File: config.mk
export PLATFORM = sky130hd
export DESIGN_NAME = hdlc_rx_deframer
export DESIGN_NICKNAME = d
export VERILOG_FILES = /design/src/rtl/hdlc_rx_pkg.sv /design/src/rtl/hdlc_rx_pattern_detect.sv /design/src/rtl/hdlc_rx_deframer.sv
export SDC_FILE = /design/constraint.sdc
export NUM_CORES = 1
export LEC_CHECK = 0
export ABC_AREA = 1
export CAP_MARGIN = 15
export CELL_PAD_IN_SITES_DETAIL_PLACEMENT = 1
export CELL_PAD_IN_SITES_GLOBAL_PLACEMENT = 1
export CORE_ASPECT_RATIO = 0.7
export CORE_UTILIZATION = 41
export DETAILED_ROUTE_END_ITERATION = 6
export PLACE_DENSITY = 0.8
export SKIP_LAST_GASP = 1
export SLEW_MARGIN = 20
export SYNTH_ARGS = -nofsm -noshare
export SYNTH_HDL_FRONTEND = slang
export SYNTH_SLANG_ARGS = --single-unit
File: constraint.sdc
create_clock -name Clk -period 1.7 [get_ports Clk]
set_input_delay 0.51 -clock Clk [delete_from_list [all_inputs] [get_ports Clk]]
set_output_delay 0.51 -clock Clk [all_outputs]
set_load 0.1 [all_outputs]
File: src/rtl/hdlc_rx_pkg.sv
// Shared definitions for the HDLC receive deframer.
//   FLAG_PATTERN  : line pattern of an HDLC flag
//   ABORT_PATTERN : a zero followed by ABORT_ONES ones (oldest bit in MSB)
//   STUFF_ONES    : run of ones after which a transmitter inserts a zero
//   rx_state_t    : frame-tracking FSM states
package hdlc_rx_pkg;

    localparam logic [7:0] FLAG_PATTERN  = 8'b0111_1110;
    localparam int         ABORT_ONES    = 7;
    localparam int         STUFF_ONES    = 5;
    localparam logic [7:0] ABORT_PATTERN = {1'b0, {ABORT_ONES{1'b1}}};

    typedef enum logic [1:0] {
        IDLE  = 2'd0,
        SYNC  = 2'd1,
        FRAME = 2'd2
    } rx_state_t;

endpackage

File: src/rtl/hdlc_rx_pattern_detect.sv
// 8-bit receive window with registered flag/abort compare.
// Ports:
//   clk_i      : clock
//   clear_i    : synchronous clear (reset or receiver disabled)
//   rx_i       : serial line bit
//   flag_o     : one-cycle pulse, window held a flag in the previous cycle
//   abort_o    : one-cycle pulse, window held an abort in the previous cycle
//   exit_bit_o : bit that left the window, delayed one cycle so that it
//                lines up with flag_o/abort_o for the first bit of a pattern
module hdlc_rx_pattern_detect
    import hdlc_rx_pkg::*;
(
    input  logic clk_i,
    input  logic clear_i,
    input  logic rx_i,
    output logic flag_o,
    output logic abort_o,
    output logic exit_bit_o
);

    logic [7:0] win_q;
    logic       flag_q;
    logic       abort_q;
    logic       exit_q;

    // The window is cleared to ones (an idle, marking line) so that enabling
    // the receiver on an idle line does not see "0 then seven 1s" and report
    // a phantom abort. Newest bit enters at [0], oldest sits in [7].
    always_ff @(posedge clk_i) begin
        if (clear_i) begin
            win_q   <= 8'hFF;
            flag_q  <= 1'b0;
            abort_q <= 1'b0;
            exit_q  <= 1'b1;
        end else begin
            win_q   <= {win_q[6:0], rx_i};
            flag_q  <= (win_q == FLAG_PATTERN);
            abort_q <= (win_q == ABORT_PATTERN);
            exit_q  <= win_q[7];
        end
    end

    assign flag_o     = flag_q;
    assign abort_o    = abort_q;
    assign exit_bit_o = exit_q;

endmodule

File: src/rtl/hdlc_rx_deframer.sv
// HDLC receive deframer: flag/abort detection, zero destuffing, LSB-first
// byte assembly and frame status toward the Rx buffer stage.
// Ports:
//   Clk, Rst (sync, active-low), RxEN (low clears everything), Rx (line bit)
//   Rx_FlagDetect / Rx_AbortDetect : pattern pulses
//   Rx_AbortSignal : abort while inside a frame
//   Rx_ValidFrame  : inside a frame
//   Rx_Data / Rx_WrBuff : assembled byte and its write strobe
//   Rx_EoF / Rx_FrameError : end of frame, with misalignment flag
//   Rx_Overflow    : byte beyond MAX_BYTES dropped
//   Rx_FrameSize   : byte count of the last completed frame
//
// state | meaning
// IDLE  | hunting for a flag, line bits ignored
// SYNC  | flag seen, no data bit yet (flag fill keeps us here)
// FRAME | data bits received since the opening flag
module hdlc_rx_deframer
    import hdlc_rx_pkg::*;
#(
    parameter int MAX_BYTES = 128,
    parameter int CNT_W     = $clog2(MAX_BYTES + 1)
) (
    input  logic             Clk,
    input  logic             Rst,
    input  logic             RxEN,
    input  logic             Rx,
    output logic             Rx_FlagDetect,
    output logic             Rx_AbortDetect,
    output logic             Rx_AbortSignal,
    output logic             Rx_ValidFrame,
    output logic [7:0]       Rx_Data,
    output logic             Rx_WrBuff,
    output logic             Rx_EoF,
    output logic             Rx_FrameError,
    output logic             Rx_Overflow,
    output logic [CNT_W-1:0] Rx_FrameSize
);

    localparam logic [CNT_W-1:0] MAX_CNT   = CNT_W'(MAX_BYTES);
    localparam logic [2:0]       STUFF_CNT = 3'(STUFF_ONES);
    localparam logic [2:0]       ONES_SAT  = 3'(STUFF_ONES + 1);

    logic clear_d;
    logic flag_det;
    logic abort_det;
    logic exit_bit;

    rx_state_t        state_q;
    logic [2:0]       sup_q;
    logic [2:0]       ones_q;
    logic [7:0]       shift_q;
    logic [2:0]       bit_q;
    logic [CNT_W-1:0] byte_q;
    logic             valid_q;
    logic [7:0]       data_q;
    logic             wr_q;
    logic             eof_q;
    logic             ferr_q;
    logic             ovf_q;
    logic             asig_q;
    logic [CNT_W-1:0] size_q;

    logic       data_bit_d;
    logic       stuffed_d;
    logic [7:0] byte_d;

    assign clear_d = !Rst || !RxEN;

    hdlc_rx_pattern_detect u_detect (
        .clk_i      (Clk),
        .clear_i    (clear_d),
        .rx_i       (Rx),
        .flag_o     (flag_det),
        .abort_o    (abort_det),
        .exit_bit_o (exit_bit)
    );

    // A flag pulse coincides with the first flag bit leaving the window; that
    // bit and the seven after it belong to the flag and are not data. The
    // abort pulse likewise coincides with the abort's leading zero.
    assign data_bit_d = !flag_det && !abort_det && (sup_q == 3'd0);
    assign stuffed_d  = !exit_bit && (ones_q == STUFF_CNT);
    assign byte_d     = {exit_bit, shift_q[7:1]};

    always_ff @(posedge Clk) begin
        if (clear_d) begin
            state_q <= IDLE;
            sup_q   <= 3'd0;
            ones_q  <= 3'd0;
            shift_q <= 8'd0;
            bit_q   <= 3'd0;
            byte_q  <= '0;
            valid_q <= 1'b0;
            data_q  <= 8'd0;
            wr_q    <= 1'b0;
            eof_q   <= 1'b0;
            ferr_q  <= 1'b0;
            ovf_q   <= 1'b0;
            asig_q  <= 1'b0;
            size_q  <= '0;
        end else begin
            wr_q   <= 1'b0;
            eof_q  <= 1'b0;
            ferr_q <= 1'b0;
            ovf_q  <= 1'b0;
            asig_q <= 1'b0;

            if (flag_det) begin
                sup_q <= 3'd7;
            end else if (sup_q != 3'd0) begin
                sup_q <= sup_q - 3'd1;
            end

            case (state_q)
                IDLE: begin
                    if (flag_det) begin
                        state_q <= SYNC;
                    end
                end
                SYNC, FRAME: begin
                    if (abort_det) begin
                        asig_q  <= (state_q == FRAME);
                        valid_q <= 1'b0;
                        state_q <= IDLE;
                        ones_q  <= 3'd0;
                        shift_q <= 8'd0;
                        bit_q   <= 3'd0;
                        byte_q  <= '0;
                    end else if (flag_det) begin
                        if (state_q == FRAME) begin
                            eof_q  <= 1'b1;
                            ferr_q <= (bit_q != 3'd0);
                            size_q <= byte_q;
                        end
                        state_q <= SYNC;
                        valid_q <= 1'b0;
                        ones_q  <= 3'd0;
                        shift_q <= 8'd0;
                        bit_q   <= 3'd0;
                        byte_q  <= '0;
                    end else if (data_bit_d) begin
                        if (stuffed_d) begin
                            ones_q <= 3'd0;
                        end else begin
                            if (!exit_bit) begin
                                ones_q <= 3'd0;
                            end else if (ones_q != ONES_SAT) begin
                                ones_q <= ones_q + 3'd1;
                            end
                            state_q <= FRAME;
                            valid_q <= 1'b1;
                            shift_q <= byte_d;
                            bit_q   <= bit_q + 3'd1;
                            if (bit_q == 3'd7) begin
                                // Past MAX_BYTES the count saturates and the
                                // byte is dropped; the frame itself continues.
                                if (byte_q == MAX_CNT) begin
                                    ovf_q <= 1'b1;
                                end else begin
                                    wr_q   <= 1'b1;
                                    data_q <= byte_d;
                                    byte_q <= byte_q + CNT_W'(1);
                                end
                            end
                        end
                    end
                end
                default: state_q <= IDLE;
            endcase
        end
    end

    assign Rx_FlagDetect  = flag_det;
    assign Rx_AbortDetect = abort_det;
    assign Rx_AbortSignal = asig_q;
    assign Rx_ValidFrame  = valid_q;
    assign Rx_Data        = data_q;
    assign Rx_WrBuff      = wr_q;
    assign Rx_EoF         = eof_q;
    assign Rx_FrameError  = ferr_q;
    assign Rx_Overflow    = ovf_q;
    assign Rx_FrameSize   = size_q;

endmodule

==> results.sh, run 1 <==
export IMPL_period_minus_slack_ps=1645
export IMPL_synth_area_leader_cell="dfxtp_1"
export IMPL_portBuffers=27
export IMPL_drc_errors=0
export IMPL_r2r_end="Rx_Data[6]$_SDFFE_PP0P_"
export IMPL_startpoint="sup_q[0]$_SDFFE_PP0P_"
export IMPL_start_util=0.4333
export IMPL_worstHoldPathType="reg -> reg"
export IMPL_clock_sinks=59
export IMPL_met2_length_um=3908
export IMPL_required_ps=1990
export IMPL_end_kind="register"
export IMPL_synth_compound_area_frac=0.1157
export IMPL_dp_hpwl_um=5204
export IMPL_fin_skew_ps=8.524
export IMPL_pwr_share_comb=0.028
export IMPL_maxUsedRoutingLayer="met4"
export IMPL_rr_worst_depth=12
export IMPL_syn_inst=323
export IMPL_p_seq_frac=0.504
export IMPL_synth_common_cells="nand2_1 (67), dfxtp_1 (59), inv_1 (42)"
export IMPL_stdcell_count=460
export IMPL_timing_final_max_slew_violations=0
export IMPL_synth_edf_count=0
export IMPL_synthSimpleGateAreaFrac=0.2585
export IMPL_final_util=0.6183
export IMPL_synthAdderAreaFrac=0.06920
export IMPL_crit_type="reg -> reg"
export IMPL_num_io_pins=28
export IMPL_synth_seq_cells=59
export IMPL_arrival_ps=1930
export IMPL_fp_dieH_um=67.74
export IMPL_core_area_um2=5842
export IMPL_nNetsFinal=399
export IMPL_hold_worst_slack_ps=446.6
export IMPL_diodes=0
export IMPL_layout_drive_gt1_share=0.2649
export IMPL_worstSkewPairLatency_ps=360
export IMPL_fp_dieW_um=95.91
export IMPL_powerDensity_nw_per_um2=759.6
export IMPL_syn2layout_area_growth_pct=42.71
export IMPL_drt_iter0_drc=96
export IMPL_relSlewSlack=0.7090
export IMPL_slowest_stage="dfxtp_2"
export IMPL_synth_distinct_cells=30
export IMPL_dp_cells=437
export IMPL_synth_area_um2=2531
export IMPL_drv_cap=0
export IMPL_via_count=2381
export IMPL_p_clk_frac=0.468
export IMPL_row_count=23
export IMPL_setup_tns_ps=0
export IMPL_grt_max_degree=16
export IMPL_gp_congestion=0.8542
export IMPL_cts_tree="done"
export IMPL_overflow=0
export IMPL_cts_buffer_depth=2
export IMPL_wire_per_inst_um=17.46
export IMPL_crit_chain="inv_2, ha_4, inv_2, nor2_4, nand2_2, nand2_2, nand2_4, nor2_4, nand2_4, nor2_4, nand2_2, nand2_1"
export IMPL_drt_met1_wl_um=3523
export IMPL_synth_nets=341
export IMPL_synthArstFlopShare=0
export IMPL_netSwitchingFraction=0.2270
export IMPL_drt_pass1_iter_count=6
export IMPL_synth_xor_xnor_area_share=0.006920
export IMPL_muxShareOfSynthArea=0
export IMPL_setup_viol=0
export IMPL_synth_top_family_by_area="simple AND/OR/NAND/NOR gates"
export IMPL_dieArea_um2=6497
export IMPL_hold_viol_final=0
export IMPL_cpPeakStageDelay_ps=330
export IMPL_grt_pass1_vias=2429
export IMPL_peakVddDrop_mv=0.5499
export IMPL_gr_usage_all_layers=0.2536
export IMPL_cts_root_buffer="clkbuf_8"
export IMPL_routed_wl_met3_um=336
export IMPL_clkSlewWorstSetupHoldPaths_ps=70
export IMPL_synth_seq_area_share=0.4666
export IMPL_r2r_start="sup_q[0]$_SDFFE_PP0P_"
export IMPL_numCtsBuffers=9
export IMPL_start_kind="register"
export IMPL_path_max_fanout=7
export IMPL_antenna_left=0
export IMPL_outcome="complete, no violations"
export IMPL_wl_um=8033
export IMPL_via_per_inst=5.176
export IMPL_syn_mean_instance_area_um2=7.836
export IMPL_yosys_top_cells_area="dfxtp_1 (47%), nand2_1 (9.9%), ha_1 (6.9%)"
export IMPL_p_int_w=0.002121
export IMPL_grt_pass1_wl_um=11860
export IMPL_antenna_found_initial=0
export IMPL_ys_warn_count=0
export IMPL_period_share=0.9677
export IMPL_synth_flop_cell="dfxtp_1"
export IMPL_fmax_mhz=607.9
export IMPL_switchingPower_w=0.0006228
export IMPL_yosysTopAreaCellShare=0.4666
export IMPL_p_leak_nw=1.548
export IMPL_num_fill_cells=683
export IMPL_synth_most_common_cell="nand2_1"
export IMPL_reg2reg_slack_ps=50
export IMPL_critPathCapture="Rx_Data[6]$_SDFFE_PP0P_"
export IMPL_worst_pin_slew_ps=434.2
export IMPL_cts_htree_levels=3
==> stage by stage <==
step	instance area, um^2	setup WS (ps)	power (W)
after floorplan	2536	112.2	0.001443
after global placement	3307	-116.9	0.001481
final	3612	54.98	0.002744
after CTS	3536	1.887	0.002733
after detailed placement	3307	-177.6	0.001485
after global routing	3612	-48.93	0.002816
==> cell type report <==
cell class / count / area (um^2) / share of cell area
Tap cell: 75 / 93.84 / 0.02598
Timing Repair Buffer: 56 / 778.2 / 0.2154
Clock buffer: 12 / 145.1 / 0.04018
Multi-Input combinational cell: 210 / 1196 / 0.3311
Sequential cell: 59 / 1190 / 0.3294
Inverter: 45 / 168.9 / 0.04676
Clock inverter: 3 / 40.04 / 0.01108
==> how the worst min path moves through the flow <==
stage,startpoint,to,cells past startpoint
after CTS,u_detect.win_q[0]$_SDFF_PP1_,u_detect.flag_o$_SDFF_PP0_,1
after global routing,u_detect.win_q[0]$_SDFF_PP1_,u_detect.flag_o$_SDFF_PP0_,1
after global placement,u_detect.win_q[5]$_SDFF_PP1_,u_detect.win_q[6]$_SDFF_PP1_,2
final,u_detect.win_q[2]$_SDFF_PP1_,u_detect.win_q[3]$_SDFF_PP1_,1
after detailed placement,u_detect.win_q[0]$_SDFF_PP1_,u_detect.flag_o$_SDFF_PP0_,1
after floorplan,u_detect.win_q[0]$_SDFF_PP1_,u_detect.flag_o$_SDFF_PP0_,1
==> layer usage <==
layer	vias to the layer above	GRT usage
met5	-	0
met4	0	0.1007
met3	25	0.08671
met2	55	0.4170
met1	1155	0.3068
li1	1146	-
==> repair_timing <==
item / in CTS / in global routing
setup buffers: 2 / 6
gates resized for setup: 7 / 12
hold buffers: 0 / 0
pin swaps: 4 / 9
setup endpoints to repair: 24 / 23
==> cell families after synthesis <==
kind of cell | after synthesis
DFF | 59
and+or+nand+nor | 143
AOI/OAI and AO/OA | 51
buffers and inverters | 54
xor gates and xnor gates | 2
adders and majority gates | 14
==> power groups by stage <==
stage,Clock [W],Sequential (W),Combinational (W)
after CTS,0.00128,0.00138,0.0000722
after global routing,0.00135,0.00138,0.0000796
after floorplan,0,0.00141,0.0000287
after detailed placement,0,0.00141,0.0000703
after global placement,0,0.00141,0.0000665
final,0.00128,0.00138,0.0000760
==> placed cells by master, fill, tap and decap left out <==
cell,netlist,layout
ha_1,14,12
inv_2,2,5
nor2_2,2,1
nor2_4,2,3
buf_12,0,28
ha_4,0,2
buf_4,1,25
a21oi_2,1,2
o21ai_0,19,19
nand3_2,0,1
nor3_1,2,2
bufinv_16,0,1
or2_2,3,3
nor3_2,1,1
clkinv_2,0,2
nor2_1,31,31
xnor2_1,2,2
nand2_4,2,2
nor4_1,3,3
dfxtp_1,59,54
nand2_1,67,60
o21bai_1,1,1
clkdlybuf4s50_1,0,3
a211oi_1,2,2
nor2_8,1,1
dfxtp_4,0,1
nand2_2,2,9
inv_1,42,39
clkinv_1,1,1
a21oi_1,21,20
o31ai_1,5,5
nand3_1,24,23
clkbuf_1,5,2
o21ai_4,1,1
nand4_1,3,3
o21a_1,1,1
clkbuf_8,0,10
dfxtp_2,0,4
==> critical path: cells and delay by family (launching register included) <==
family | cells | cell delay [ps]
buffers and inverters | 2 | 110
and+or+nand+nor | 9 | 1000
DFF | 1 | 330
adders and majority gates | 1 | 140
==> state kept, by name, indices dropped and copies added, names as in the netlist <==
signal	flops
u_detect.exit_bit_o	1
Rx_FrameSize	8
u_detect.win_q	8
Rx_AbortSignal	1
Rx_FrameError	1
u_detect.abort_o	1
sup_q	3
ones_q	3
Rx_Overflow	1
Rx_EoF	1
Rx_WrBuff	1
Rx_Data	8
bit_q	3
u_detect.flag_o	1
Rx_ValidFrame	1
shift_q	7
byte_q	8
state_q	2
Note: power is estimated with default switching activity, not from simulation.
==> run 2: changes to the inputs <==
--- a/config.mk
+++ b/config.mk
@@ -10,9 +10,9 @@
 export CELL_PAD_IN_SITES_DETAIL_PLACEMENT = 1
 export CELL_PAD_IN_SITES_GLOBAL_PLACEMENT = 1
 export CORE_ASPECT_RATIO = 0.7
-export CORE_UTILIZATION = 41
+export CORE_UTILIZATION = 37
 export DETAILED_ROUTE_END_ITERATION = 6
-export PLACE_DENSITY = 0.8
+export PLACE_DENSITY = 0.77
 export SKIP_LAST_GASP = 1
 export SLEW_MARGIN = 20
 export SYNTH_ARGS = -nofsm -noshare
==> constraint.sdc (replaced) <==
create_clock -name Clk -period 1.35 [get_ports Clk]
set_input_delay 0.405 -clock Clk [delete_from_list [all_inputs] [get_ports Clk]]
set_output_delay 0.405 -clock Clk [all_outputs]
set_load 0.1 [all_outputs]
==> run 2 against run 1 <==
  * The flow now finishes with violations (negative setup slack)
  * Non-clock buffer count increased by 48
  * Final cell count increased by 14%
  * Fmax decreased by 14%
  * Register-to-register slack got worse by 610 ps
  * Setup slack got worse by 610 ps
  * Design area increased by 28%
  * Global-route usage increased by 7.9 points
  * Count of clock-buffer cells in the layout unchanged
  * Via count increased by 30%
  * Critical path type unchanged
  * Critical endpoint is now Rx_Data[5]$_SDFFE_PP0P_
==> results.sh, run 2 (synthesis results as in run 1) <==
export IMPL_drt_iter0_drc=361
export IMPL_netSwitchingFraction=0.2370
export IMPL_finalPower_w=0.003920
export IMPL_arrival_ps=2210
export IMPL_num_io_pins=28
export IMPL_cts_tree="done"
export IMPL_cts_hold_buf=0
export IMPL_dp_cells=481
export IMPL_cts_htree_levels=3
export IMPL_numCtsBuffers=9
export IMPL_wl_um=14790
export IMPL_nNetsFinal=448
export IMPL_fmax_mhz=525.7
export IMPL_p_seq_frac=0.443
export IMPL_start_util=0.3939
export IMPL_worst_pin_slew_ps=387.4
export IMPL_hold_viol_final=0
export IMPL_setup_viol=56
export IMPL_dp_hpwl_um=5892
export IMPL_antenna_left=0
export IMPL_period_share=1.409
export IMPL_final_cell_mix="buf_4 (54), nand2_1 (44), dfxtp_1 (37)"
export IMPL_diodes=0
export IMPL_worstSkewPairLatency_ps=390
export IMPL_grt_pass1_wl_um=17260
export IMPL_stdcell_count=526
export IMPL_overflow=0
export IMPL_drt_pass1_iter_count=5
export IMPL_clkSlewWorstSetupHoldPaths_ps=90
export IMPL_cpPeakStageDelay_ps=340
export IMPL_hold_worst_slack_ps=447.8
export IMPL_drc_errors=0
export IMPL_wire_per_inst_um=28.11
export IMPL_worst_path_buf_inv=2
export IMPL_row_count=24
export IMPL_via_per_inst=5.869
export IMPL_final_common_cell="buf_4"
export IMPL_powerDensity_nw_per_um2=845.7
export IMPL_peakVddDrop_mv=0.8112
export IMPL_grt_max_degree=16
export IMPL_cts_root_buffer="clkbuf_8"
export IMPL_cpMostUsedCell="nand2_4"
export IMPL_fp_dieW_um=100.9
export IMPL_p_leak_nw=1.932
export IMPL_rsz0062_at_grt="yes"
export IMPL_num_fill_cells=682
export IMPL_final_setup_worst_slack_ps=-552.2
export IMPL_period_minus_slack_ps=1902
export IMPL_start_kind="register"
export IMPL_gr_usage_all_layers=0.3326
export IMPL_required_ps=1660
export IMPL_p_int_w=0.002991
export IMPL_gp_congestion=0.8285
export IMPL_setup_tns_ps=-16290
export IMPL_cts_buffer_depth=2
export IMPL_end_kind="register"
export IMPL_violations="negative setup slack"
export IMPL_grt_pass1_vias=3128
export IMPL_via_count=3087
export IMPL_clock_sinks=59
export IMPL_worstHoldPathType="reg -> reg"
export IMPL_p_clk_frac=0.521
export IMPL_path_max_fanout=7
export IMPL_antenna_found_initial=0
export IMPL_syn2layout_area_growth_pct=83.14
export IMPL_fin_skew_ps=20.13
export IMPL_holdPathStages=1
export IMPL_timing_final_max_slew_violations=0
export IMPL_slowest_stage="dfxtp_2"
export IMPL_pwr_share_comb=0.036
export IMPL_core_area_um2=6426
export IMPL_fp_dieH_um=71.20
export IMPL_drv_cap=0
export IMPL_layout_drive_gt1_share=0.5609
export IMPL_relSlewSlack=0.7398
export IMPL_outcome="complete, but fails checks"
export IMPL_dieArea_um2=7181
export IMPL_crit_type="reg -> reg"
export IMPL_portBuffers=27
export IMPL_rr_worst_depth=12
export IMPL_crit_chain="inv_2, ha_4, inv_2, nor2_4, nand2_4, nand2_4, nand2_4, nor2_4, nand2_4, nor2_4, nand2_1, nand2_1"
export IMPL_path_delay_family="simple AND/OR/NAND/NOR gates"
export IMPL_cp_depth=12
export IMPL_switchingPower_w=0.0009291
==> run 2: cell types whose count changed in the layout (fill, tap and decap cells not counted), moves of 9 or more <==
cell     delta
buf_4      +29
dfxtp_1    -17
nand2_1    -16
o21ai_0    -16
dfxtp_2    +15
buf_6      +13
nand2_4    +11
o21ai_2    +10
nand3_1     -9
==> run 2: what timing repair did <==
action                     in CTS  in global routing
buffers inserted               16                 19
pin swaps                      23                 42
cloned                          1                  1
hold endpoints to repair        0                  0
resized for setup              60                113
setup endpoints to repair      53                 60
==> run 2: cell type report <==
class,instances,area (um^2),share of cell area
inverter,45,173.9,0.03752
multi-input combinational,211,1658,0.3576
timing repair buffer,104,1237,0.2669
tap,91,113.9,0.02456
clock inverter,4,70.07,0.01511
sequential,59,1216,0.2623
clock buffer,12,166.4,0.03590
==> run 2: path summary, 6_finish.rpt <==
path | slack [ps] | to | from
worst max-delay path | -550 | Rx_Data[5]$_SDFFE_PP0P_ | sup_q[0]$_SDFFE_PP0P_
worst min-delay path | 450 | u_detect.flag_o$_SDFF_PP0_ | u_detect.win_q[0]$_SDFF_PP1_
worst max register to register | -550 | Rx_Data[5]$_SDFFE_PP0P_ | sup_q[0]$_SDFFE_PP0P_
worst min register to register | 450 | u_detect.flag_o$_SDFF_PP0_ | u_detect.win_q[0]$_SDFF_PP1_
==> run 2: layer usage <==
| metal | part of all wire | wire [um] | track usage |
|---|---|---|---|
| met2 | 0.47 | 6900 | 0.5609 |
| met1 | 0.37 | 5432 | 0.3722 |
| met4 | 0.076 | 1125 | 0.2206 |
| met5 | 0 | 0 | 0 |
| met3 | 0.090 | 1329 | 0.08794 |
==> run 2: worst register-to-register path, stage by stage, from the launching register on <==
cell and delay (ps):
dfxtp_2 340, inv_2 80, ha_4 160, inv_2 60
nor2_4 140, nand2_4 90, nand2_4 70, nand2_4 70
nor2_4 200, nand2_4 130, nor2_4 230, nand2_1 120
nand2_1 120
==> run 2: stage by stage <==
step | setup WS [ps] | instance area, um^2 | utilization
2_1_floorplan | -98.87 | 2590 | -
3_3_place_gp | -328.6 | 3581 | 0.5572
3_5_place_dp | -423.8 | 3581 | 0.5572
4_1_cts | -244.9 | 4167 | 0.6484
5_1_grt | -561.3 | 4636 | 0.7214
6_report | -552.2 | 4636 | 0.7214
==> run 2: power by group through the flow <==
stage / combinational (W) / sequential [W] / clock [W]
2_1_floorplan: 0.0000367 / 0.00178 / 0
3_3_place_gp: 0.0000919 / 0.00178 / 0
3_5_place_dp: 0.0000969 / 0.00178 / 0
4_1_cts: 0.000107 / 0.00174 / 0.00197
5_1_grt: 0.000144 / 0.00174 / 0.00210
6_report: 0.000142 / 0.00174 / 0.00204
==> run 3: changes to the inputs <==
--- a/config.mk
+++ b/config.mk
@@ -6,7 +6,7 @@
 export NUM_CORES = 1
 export LEC_CHECK = 0
 export ABC_AREA = 1
-export CAP_MARGIN = 15
+export CAP_MARGIN = 20
 export CELL_PAD_IN_SITES_DETAIL_PLACEMENT = 1
 export CELL_PAD_IN_SITES_GLOBAL_PLACEMENT = 1
 export CORE_ASPECT_RATIO = 0.7
==> results of run 3 <==
No change in the layout: final DEF, timing and power equal those of run 2.
